$ cat config.mk
export PLATFORM = sky130hd
export DESIGN_NAME = mux_nx1_stream
export DESIGN_NICKNAME = d
export VERILOG_FILES = /design/src/rtl/mux_pkg.sv /design/src/rtl/rr_arbiter.sv /design/src/rtl/mux_nx1_stream.sv
export SDC_FILE = /design/constraint.sdc
export NUM_CORES = 1
export LEC_CHECK = 0
export CAP_MARGIN = 10
export CORE_ASPECT_RATIO = 0.75
export CORE_MARGIN = 5
export CORE_UTILIZATION = 45
export CTS_BUF_LIST = sky130_fd_sc_hd__clkbuf_16
export DETAILED_ROUTE_END_ITERATION = 6
export DONT_BUFFER_PORTS = 1
export PLACE_DENSITY_LB_ADDON = 0.05
export REMOVE_ABC_BUFFERS = 1
export SYNTH_ARGS = -nofsm -noshare
export SYNTH_HDL_FRONTEND = slang
export SYNTH_SLANG_ARGS = --single-unit
export TNS_END_PERCENT = 5
$ cat constraint.sdc
create_clock -name clk -period 3.2 [get_ports clk]
set_input_delay 0.32 -clock clk [delete_from_list [all_inputs] [get_ports clk]]
set_output_delay 0.32 -clock clk [all_outputs]
set_load 0.01 [all_outputs]
$ cat src/rtl/mux_pkg.sv
// rtl/mux_pkg.sv - shared mode codes, lock state encoding and helpers for mux_nx1_stream
package mux_pkg;

    localparam logic [1:0] MODE_RR     = 2'd0;
    localparam logic [1:0] MODE_FIXED  = 2'd1;
    localparam logic [1:0] MODE_FORCED = 2'd2;

    typedef enum logic {
        ST_IDLE   = 1'b0,
        ST_LOCKED = 1'b1
    } lock_state_t;

    // Reserved mode 3 behaves as round-robin, so anything not fixed/forced
    // advances the round-robin pointer.
    function automatic logic uses_rr(input logic [1:0] mode);
        return (mode != MODE_FIXED) && (mode != MODE_FORCED);
    endfunction

endpackage

$ cat src/rtl/rr_arbiter.sv
// rtl/rr_arbiter.sv - combinational round-robin arbiter, search from ptr upward with wrap
// Ports:
//   req         in  N      request vector
//   ptr         in  SEL_W  index where the search starts
//   grant       out SEL_W  index of the first requester at or after ptr
//   grant_valid out 1      some request was found
module rr_arbiter #(
    parameter  int N     = 4,
    localparam int SEL_W = $clog2(N)
) (
    input  logic [N-1:0]     req,
    input  logic [SEL_W-1:0] ptr,
    output logic [SEL_W-1:0] grant,
    output logic             grant_valid
);

    int               idx;
    logic [SEL_W-1:0] cand;

    always_comb begin
        grant       = '0;
        grant_valid = 1'b0;
        idx         = 0;
        cand        = '0;
        for (int off = 0; off < N; off++) begin
            idx  = (int'(ptr) + off) % N;
            cand = SEL_W'(idx);
            if (!grant_valid && req[cand]) begin
                grant       = cand;
                grant_valid = 1'b1;
            end
        end
    end

endmodule

$ cat src/rtl/mux_nx1_stream.sv
// rtl/mux_nx1_stream.sv - N-to-1 W-bit streaming mux with registered output and selectable arbitration
// Ports:
//   clk, rst_n          clock (rising edge), synchronous active-low reset
//   in_data  [N*W]      channel i data at [i*W +: W]
//   in_valid [N]        channel i has a beat
//   in_ready [N]        channel i beat accepted this cycle (one-hot or 0)
//   mode     [2]        0 round-robin, 1 fixed priority (low wins), 2 forced by s, 3 as 0
//   s        [SEL_W]    forced channel index (mode 2 only)
//   out_data/out_valid/out_ready/out_sel  registered output beat and its source channel
// Optional MUX_NX1_STREAM_LAST_LOCK_EN: adds in_last [N] / out_last and a lock FSM that
//   keeps the grant on one channel until a beat with in_last=1 is accepted.
module mux_nx1_stream
    import mux_pkg::*;
#(
    parameter  int N     = 4,
    parameter  int W     = 4,
    localparam int SEL_W = $clog2(N)
) (
    input  logic             clk,
    input  logic             rst_n,
    input  logic [N*W-1:0]   in_data,
    input  logic [N-1:0]     in_valid,
    output logic [N-1:0]     in_ready,
    input  logic [1:0]       mode,
    input  logic [SEL_W-1:0] s,
    output logic [W-1:0]     out_data,
    output logic             out_valid,
    input  logic             out_ready,
`ifdef MUX_NX1_STREAM_LAST_LOCK_EN
    input  logic [N-1:0]     in_last,
    output logic             out_last,
`endif
    output logic [SEL_W-1:0] out_sel
);

    logic [SEL_W-1:0] rr_ptr;
    logic [SEL_W-1:0] arb_ptr;
    logic [SEL_W-1:0] grant;
    logic [N-1:0]     eligible;
    logic             grant_valid;
    logic             accept;
    logic             take;
    logic [W-1:0]     chan_data [N];

    for (genvar i = 0; i < N; i++) begin : g_chan
        assign chan_data[i] = in_data[i*W +: W];
    end

`ifdef MUX_NX1_STREAM_LAST_LOCK_EN
    lock_state_t      state;
    lock_state_t      state_next;
    logic [SEL_W-1:0] lock_ch;
`endif

    // Fixed priority reuses the round-robin search with the start pinned at 0.
    // Forced and locked grants reduce the eligible set to a single channel,
    // so the start point no longer matters there. A shift past N-1 yields an
    // empty mask, which is how s >= N produces no grant.
    always_comb begin
        eligible = in_valid;
        arb_ptr  = rr_ptr;
        if (mode == MODE_FIXED) begin
            arb_ptr = '0;
        end else if (mode == MODE_FORCED) begin
            eligible = in_valid & (N'(1) << s);
        end
`ifdef MUX_NX1_STREAM_LAST_LOCK_EN
        if (state == ST_LOCKED) begin
            eligible = in_valid & (N'(1) << lock_ch);
        end
`endif
    end

    rr_arbiter #(.N(N)) u_arb (
        .req         (eligible),
        .ptr         (arb_ptr),
        .grant       (grant),
        .grant_valid (grant_valid)
    );

    assign accept   = !out_valid || out_ready;
    assign take     = accept && grant_valid && rst_n;
    assign in_ready = take ? (N'(1) << grant) : '0;

    always_ff @(posedge clk) begin
        if (!rst_n) begin
            out_valid <= 1'b0;
            out_data  <= '0;
            out_sel   <= '0;
            rr_ptr    <= '0;
        end else if (accept) begin
            out_valid <= grant_valid;
            if (grant_valid) begin
                out_data <= chan_data[grant];
                out_sel  <= grant;
                if (uses_rr(mode)) begin
                    rr_ptr <= (grant == SEL_W'(N-1)) ? '0 : grant + 1'b1;
                end
            end
        end
    end

`ifdef MUX_NX1_STREAM_LAST_LOCK_EN
    always_comb begin
        state_next = state;
        if (take) begin
            state_next = in_last[grant] ? ST_IDLE : ST_LOCKED;
        end
    end

    always_ff @(posedge clk) begin
        if (!rst_n) begin
            state    <= ST_IDLE;
            lock_ch  <= '0;
            out_last <= 1'b0;
        end else begin
            state <= state_next;
            if (take) begin
                lock_ch  <= grant;
                out_last <= in_last[grant];
            end
        end
    end
`endif

endmodule

==> results of run 1 <==
critical path, cell delays in order (launching register included):
cell and delay, ns:
dfxtp_1 0.35, xnor2_1 0.39, or2_1 0.21, nand3_1 0.08
a2111oi_1 0.56, o32a_4 0.36, inv_2 0.05, nor2_1 0.20
synth_stat cells:
library cell	number	area (um^2)
nor4_1	1	6.26
nor2_1	11	41.3
a2111o_1	1	11.3
mux2_1	1	11.3
or2_2	1	6.26
o2bb2ai_1	1	8.76
a2bb2oi_1	2	17.5
a21boi_1	1	7.51
mux2_4	1	15.0
o21ai_0	1	5.00
ha_1	2	25.0
a211oi_1	4	30.0
nor3b_1	1	7.51
dfxtp_1	9	180
or2_1	1	6.26
nor2b_1	2	12.5
buf_6	3	33.8
and3_4	1	11.3
nand2b_1	4	25.0
inv_2	1	3.75
a2111oi_1	1	10.0
nor3_1	1	5.00
nand2_1	8	30.0
o21a_1	1	7.51
o221ai_1	5	43.8
a21oi_1	4	20.0
o31ai_1	1	7.51
clkbuf_1	3	11.3
a21oi_2	1	8.76
or3_1	1	6.26
a41oi_1	1	8.76
o21ai_1	2	10.0
nand2b_4	1	13.8
xor2_1	1	8.76
or2_0	1	6.26
mux2i_1	12	120
nand3_1	9	45.0
inv_1	5	18.8
a32o_1	1	10.0
a31oi_1	1	6.26
xnor2_1	1	8.76
nand4_1	1	6.26
o32a_4	1	22.5
and2_1	1	6.26
a21o_1	1	7.51
cell type report:
cell class | count | area [um^2] | share of cell area, %
Clock inverter | 1 | 3.75 | 0.384
Inverter | 6 | 22.5 | 2.30
Tap cell | 24 | 30.0 | 3.07
Multi-Input combinational cell | 93 | 667 | 68.2
Sequential cell | 9 | 180 | 18.4
Clock buffer | 3 | 75.1 | 7.67
cell families after synthesis:
| logic type | synth area share [%] |
|---|---|
| buf+inv | 7.39 |
| fa+ha+maj | 2.74 |
| xor+xnor | 1.92 |
| simple gates | 25.7 |
| flops | 19.7 |
| compound gates | 26.5 |
| mux | 16.0 |
cell usage in the layout, fill, tap and decap left out, types with 2 or more instances in the layout:
cell type  count
a21oi_1        4
o221ai_1       5
a2bb2oi_1      2
nand3_1        9
a211oi_1       4
nand2_1        8
dfxtp_1        9
o21ai_1        2
clkbuf_16      3
nor2_1        11
mux2i_1       12
inv_1          6
nand2b_1       4
ha_1           2
nor2b_1        2
flip-flops by register name, indices dropped and copies added (netlist names):
register   count
out_data       4
out_sel        2
out_valid      1
rr_ptr         2
power groups by stage:
| stage | clock, mW | combinational, mW | sequential (mW) |
|---|---|---|---|
| after floorplan | 0 | 0.140 | 0.151 |
| after global placement | 0 | 0.167 | 0.155 |
| after detailed placement | 0 | 0.167 | 0.155 |
| after CTS | 0.219 | 0.168 | 0.153 |
| after global routing | 0.228 | 0.187 | 0.156 |
| final | 0.219 | 0.169 | 0.153 |
path summary, 6_finish.rpt:
| path | end | slack [ns] | cells after the start |
|---|---|---|---|
| worst max-delay path | in_ready[3] | 0.44 | 7 |
| worst min-delay path | rr_ptr[1] | 0.23 | 2 |
| worst max register to register | out_data[1] | 0.76 | 7 |
| worst min register to register | rr_ptr[0] | 0.50 | 2 |
layer usage:
metal | track usage [%] | vias to the layer above | share of wire (%)
li1 | - | 421 | -
met1 | 22.4 | 385 | 46
met2 | 20.3 | 40 | 42
met3 | 8.47 | 0 | 12
met4 | 2.12 | 0 | 0
met5 | 0 | - | 0
==> metrics.cfg, run 1 <==
[global_route]
antenna_found_initial = 0
grt_pass1_wl_mm = 3.52
grt_pass1_vias = 751
overflow = 0
grt_max_degree = 14
grt_usage_pct = 15.5

[layout]
drive_above_1_share_pct = 8.93
n_fill_cell = 196
final_util_pct = 49.4
nets = 142
area_growth_pct = 6.98
antenna_cells = 0
finalNonFillerCells = 136
final_cell_area_um2 = 978

[routing]
vias_per_cell = 6.22
wl_per_cell_um = 16.4
drtPass1Iterations = 4
wirelength_mm = 2.24
drc = 0
antenna_left = 0
first_iter_violations = 35
route.vias.total = 846

[timing]
setup_ws_ns = 0.436
finalCriticalPeriod_ns = 2.76
maxSlewHeadroom_pct = 65.6
finalSetupTns_ns = 0
rsz0062_at_grt = no
clock.fmax_ghz = 0.362
worst_slew_pin_slew_ns = 0.515
final_hold_viol_count = 0
fin_skew_ns = 0.00250
final.period_utilization_pct = 86.4
setup_viol = 0
holdWs_ns = 0.227
maxSlewViolCount = 0

[power_and_ir_drop]
power_density_nw_per_um2 = 553
p_switching_mw = 0.174
p_int_mw = 0.367
switching_share_pct = 32.2
power.share.clock_pct = 40.5
comb_power_share_pct = 31.2
p_leak_nw = 0.379
ir_drop_mv = 0.442
total_power_mw = 0.541
p_seq_share_pct = 28.2

[logic_synthesis]
syn-instance-count = 114
syn_avg_cell_area_um2 = 8.02
seq_area_frac_synth_pct = 19.7
synth_cell_types = 45
synth.cell_area_um2 = 915
synth_warnings = 0
synth_seq_cells = 9

[clock_network]
cts_max_path_buffers = 2
root_buffer = clkbuf_16
ctsHoldBuffers = 0
cts_buffers = 3
cts_resized = 0
clk_pin_slew_worst_paths_ns = 0.04
tritoncts = yes
clk_latency_ns = 0.24
clock-sinks = 9
htree_levels = 1
cts_setup_buffers = 0

[placement]
gp_congestion = 0.920
port_buffers = 0
hpwl_mm = 1.79
dp.cells = 132
pre_cts_slack_ns = 0.488
place_area_um2 = 900

[worst_setup_path]
critPathRequiredTime_ns = 2.88
critPathLaunchType = flip-flop
crit_fanout = 13
critical_path_class = reg -> out
r2r_start = rr_ptr[1]
crit_start = rr_ptr[1]
crit_arrival_ns = 2.44
cp-end-kind = output pin

[worst_hold_path]
min_path_type = in -> reg
min_from = rst_n

[die]
rows = 14
num_io_pins = 38
core_um2 = 1980
fp.dieW_um = 62.1
die_h_um = 49.0
start_util_pct = 46.2
die-area_um2 = 3040

[run_status]
status = completed

[job]
cap_violations = 0

No activity file was read; power rests on OpenSTA's default activity.
==> run 2: changes to the inputs <==
--- a/config.mk
+++ b/config.mk
@@ -6,7 +6,6 @@
 export NUM_CORES = 1
 export LEC_CHECK = 0
 export CAP_MARGIN = 10
-export CORE_ASPECT_RATIO = 0.75
 export CORE_MARGIN = 5
 export CORE_UTILIZATION = 45
 export CTS_BUF_LIST = sky130_fd_sc_hd__clkbuf_16
@@ -16,5 +15,6 @@
 export REMOVE_ABC_BUFFERS = 1
 export SYNTH_ARGS = -nofsm -noshare
 export SYNTH_HDL_FRONTEND = slang
+export SYNTH_HIERARCHICAL = 1
 export SYNTH_SLANG_ARGS = --single-unit
 export TNS_END_PERCENT = 5
==> run 2 against run 1 <==
Hold slack better by 0.013 ns; register-to-register slack better by 0.38 ns; sequential share of layout area is 3.6 points higher; cell count down 24%; utilization increased by 4.8 points; non-clock buffer count grew 2; die area fell by 18%; highest routed layer unchanged; global-route usage shrank 1.2 points; routed wire length fell by 25%; sequential power down 9%.
==> metrics.cfg, run 2 <==
[run_status]
status = completed

[layout]
final_util_pct = 54.2  ; +4.8 points
largest_register = out_data
area_growth_pct = 14.4
layout_commonest_cell = inv_1
antenna_cells = 0  ; unchanged
n_fill_cell = 140  ; -29%
nets = 122  ; -14%
finalNonFillerCells = 104  ; -24%
drive_above_1_share_pct = 12.5  ; +3.6 points
final_cell_mix = 12 x inv_1, 9 x a21oi_1, 9 x dfxtp_1
top_regs = out_data: 4 flops, out_sel: 2 flops, rr_ptr: 2 flops
largest_reg_flops = 4  ; unchanged

[routing]
antenna_left = 0  ; unchanged
wirelength_mm = 1.68  ; -25%
vias_per_cell = 5.87  ; -5.7%
wl_per_cell_um = 16.2  ; -1.7%
drc = 0  ; unchanged
first_iter_violations = 17  ; -51%
route.vias.total = 610  ; -28%
drtPass1Iterations = 4  ; unchanged

[worst_setup_path]
critical_path_class = in -> out
critPathLaunchType = input port
r2r-end = out_data[3]
critPathRequiredTime_ns = 2.88  ; about the same
crit_arrival_ns = 2.21  ; -0.23 ns
reg2reg_slack_ns = 1.14  ; +0.38 ns
cp-end-kind = output pin
r2r_cells = 7  ; unchanged
r2r_start = rr_ptr[0]
crit_fanout = 9  ; -4

[timing]
clock.fmax_ghz = 0.395  ; +9.0%
final.period_utilization_pct = 79.2  ; -7.2 points
holdWs_ns = 0.240  ; +0.0128 ns
worst_slew_pin_slew_ns = 0.378  ; -0.137 ns
rsz0062_at_grt = no
finalCriticalPeriod_ns = 2.53  ; -0.229 ns
fin_skew_ns = 0.00104  ; -0.00146 ns
maxSlewHeadroom_pct = 74.6  ; +9.0 points
setup_ws_ns = 0.665  ; +0.229 ns
final_hold_viol_count = 0  ; unchanged
setup_viol = 0  ; unchanged
finalSetupTns_ns = 0  ; unchanged
maxSlewViolCount = 0  ; unchanged

[worst_hold_path]
min_from = rst_n
min_to = out_data[1]
min_path_type = in -> reg
hold_path_depth = 2  ; unchanged

[clock_network]
cts_max_path_buffers = 2  ; unchanged
cts_resized = 0  ; unchanged
tritoncts = yes
cts_setup_buffers = 0  ; unchanged
cts_buffers = 3  ; unchanged
root_buffer = clkbuf_16
clk_latency_ns = 0.23  ; about the same
clock-sinks = 9  ; unchanged
ctsHoldBuffers = 0  ; unchanged
htree_levels = 1  ; unchanged
clk_pin_slew_worst_paths_ns = 0.04  ; about the same

[die]
rows = 14  ; unchanged
die_h_um = 49.8  ; +1.6%
core_um2 = 1510  ; -24%
start_util_pct = 47.4  ; +1.2 points
fp.dieW_um = 49.8  ; -20%
num_io_pins = 38  ; unchanged
die-area_um2 = 2480  ; -18%

[placement]
pre_cts_slack_ns = 0.658  ; +0.170 ns
dp.cells = 100  ; -24%
port_buffers = 0  ; unchanged
gp_congestion = 0.861  ; -6.5%
hpwl_mm = 1.33  ; -25%

[job]
cap_violations = 0  ; unchanged

[global_route]
grt_usage_pct = 14.3  ; -1.2 points
grt_pass1_vias = 621  ; -17%
grt_max_degree = 10  ; -4
antenna_found_initial = 0  ; unchanged
overflow = 0  ; unchanged
grt_pass1_wl_mm = 2.78  ; -21%

[logic_synthesis]
synth_seq_cells = 9  ; unchanged
synth-edff-count = 0  ; unchanged
yosys-top-cells-area = dfxtp_1 25%, mux4_2 13%, ha_1 11%
synthFlopType = dfxtp_1
synth_cell_types = 22  ; -51%
synth_top_area_share_pct = 25.2  ; +5.5 points
seq_area_frac_synth_pct = 25.2  ; +5.5 points
syn_avg_cell_area_um2 = 8.61  ; +7.3%
synth.cell_area_um2 = 714  ; -22%
async_flop_share_pct = 0  ; unchanged
ys_top_cells_by_count = 11 x inv_1, 9 x a21oi_1, 9 x dfxtp_1
synth_most_common_cell = inv_1
syn-instance-count = 83  ; -27%
synth_warnings = 6  ; +6
synth_top_area_cell = dfxtp_1

[power_and_ir_drop]
p_leak_nw = 0.351  ; -7.4%
ir_drop_mv = 0.317  ; -28%
power_density_nw_per_um2 = 560  ; +1.2%

-- run 2: critical path: stages --
cell and delay, ns:
inv_1 0.02, ha_1 0.17, nor2b_1 0.15, a21boi_0 0.31, inv_1 0.10, a221o_1 0.36
a21oi_1 0.14, buf_4 0.20, inv_1 0.08, ha_1 0.19, and2_1 0.17
-- run 2: layout make-up --
type                       instances  area, um^2  share of cell area, %
multi-input combinational         61         478                   58.5
sequential                         9         180                   22.1
tap                               16        20.0                   2.45
inverter                          12        45.0                   5.51
clock buffer                       3        75.1                   9.19
timing repair buffer               2        15.0                   1.84
clock inverter                     1        3.75                  0.459
-- run 2: routing by layer --
layer  vias to the layer above  wire (um)  GRT usage (%)
li1                        305          -              -
met1                       282        647           15.3
met2                        23        924           24.8
met3                         0        110           6.02
met4                         0          0           4.80
met5                         -          0              0
-- run 2: how the worst max path moves through the flow --
stage                 start  cells past startpoint           to  slack, ns
detailed placement  mode[0]                     10  out_data[1]       0.66
global placement    mode[0]                     11  in_ready[0]       0.73
finish              mode[0]                     11  in_ready[0]       0.67
CTS                 mode[0]                     11  in_ready[0]       0.65
floorplan           mode[0]                     10  in_ready[0]       0.43
global route        mode[0]                     11  in_ready[2]       0.53
-- run 2: stage by stage --
| stage | cell area (um^2) | power, mW |
|---|---|---|
| final | 817 | 0.457 |
| after global routing | 817 | 0.487 |
| after CTS | 817 | 0.463 |
| after detailed placement | 738 | 0.242 |
| after global placement | 738 | 0.242 |
| after floorplan | 703 | 0.220 |
-- run 2: cells by family after synthesis --
family          Yosys count  share of synthesized area, %
buf+inv                  13                          7.88
compound gates           24                          21.9
fa+ha+maj                 6                          10.5
mux                       4                          12.6
simple gates             27                          21.9
flops                     9                          25.2
-- run 2: power by group --
part	switching (mW)	leakage (nW)	internal (mW)	total, mW
clock	0.0531	0.0423	0.163	0.216
combinational	0.0532	0.234	0.0493	0.103
sequential	0.0124	0.0744	0.126	0.139
total	0.119	0.351	0.339	0.457
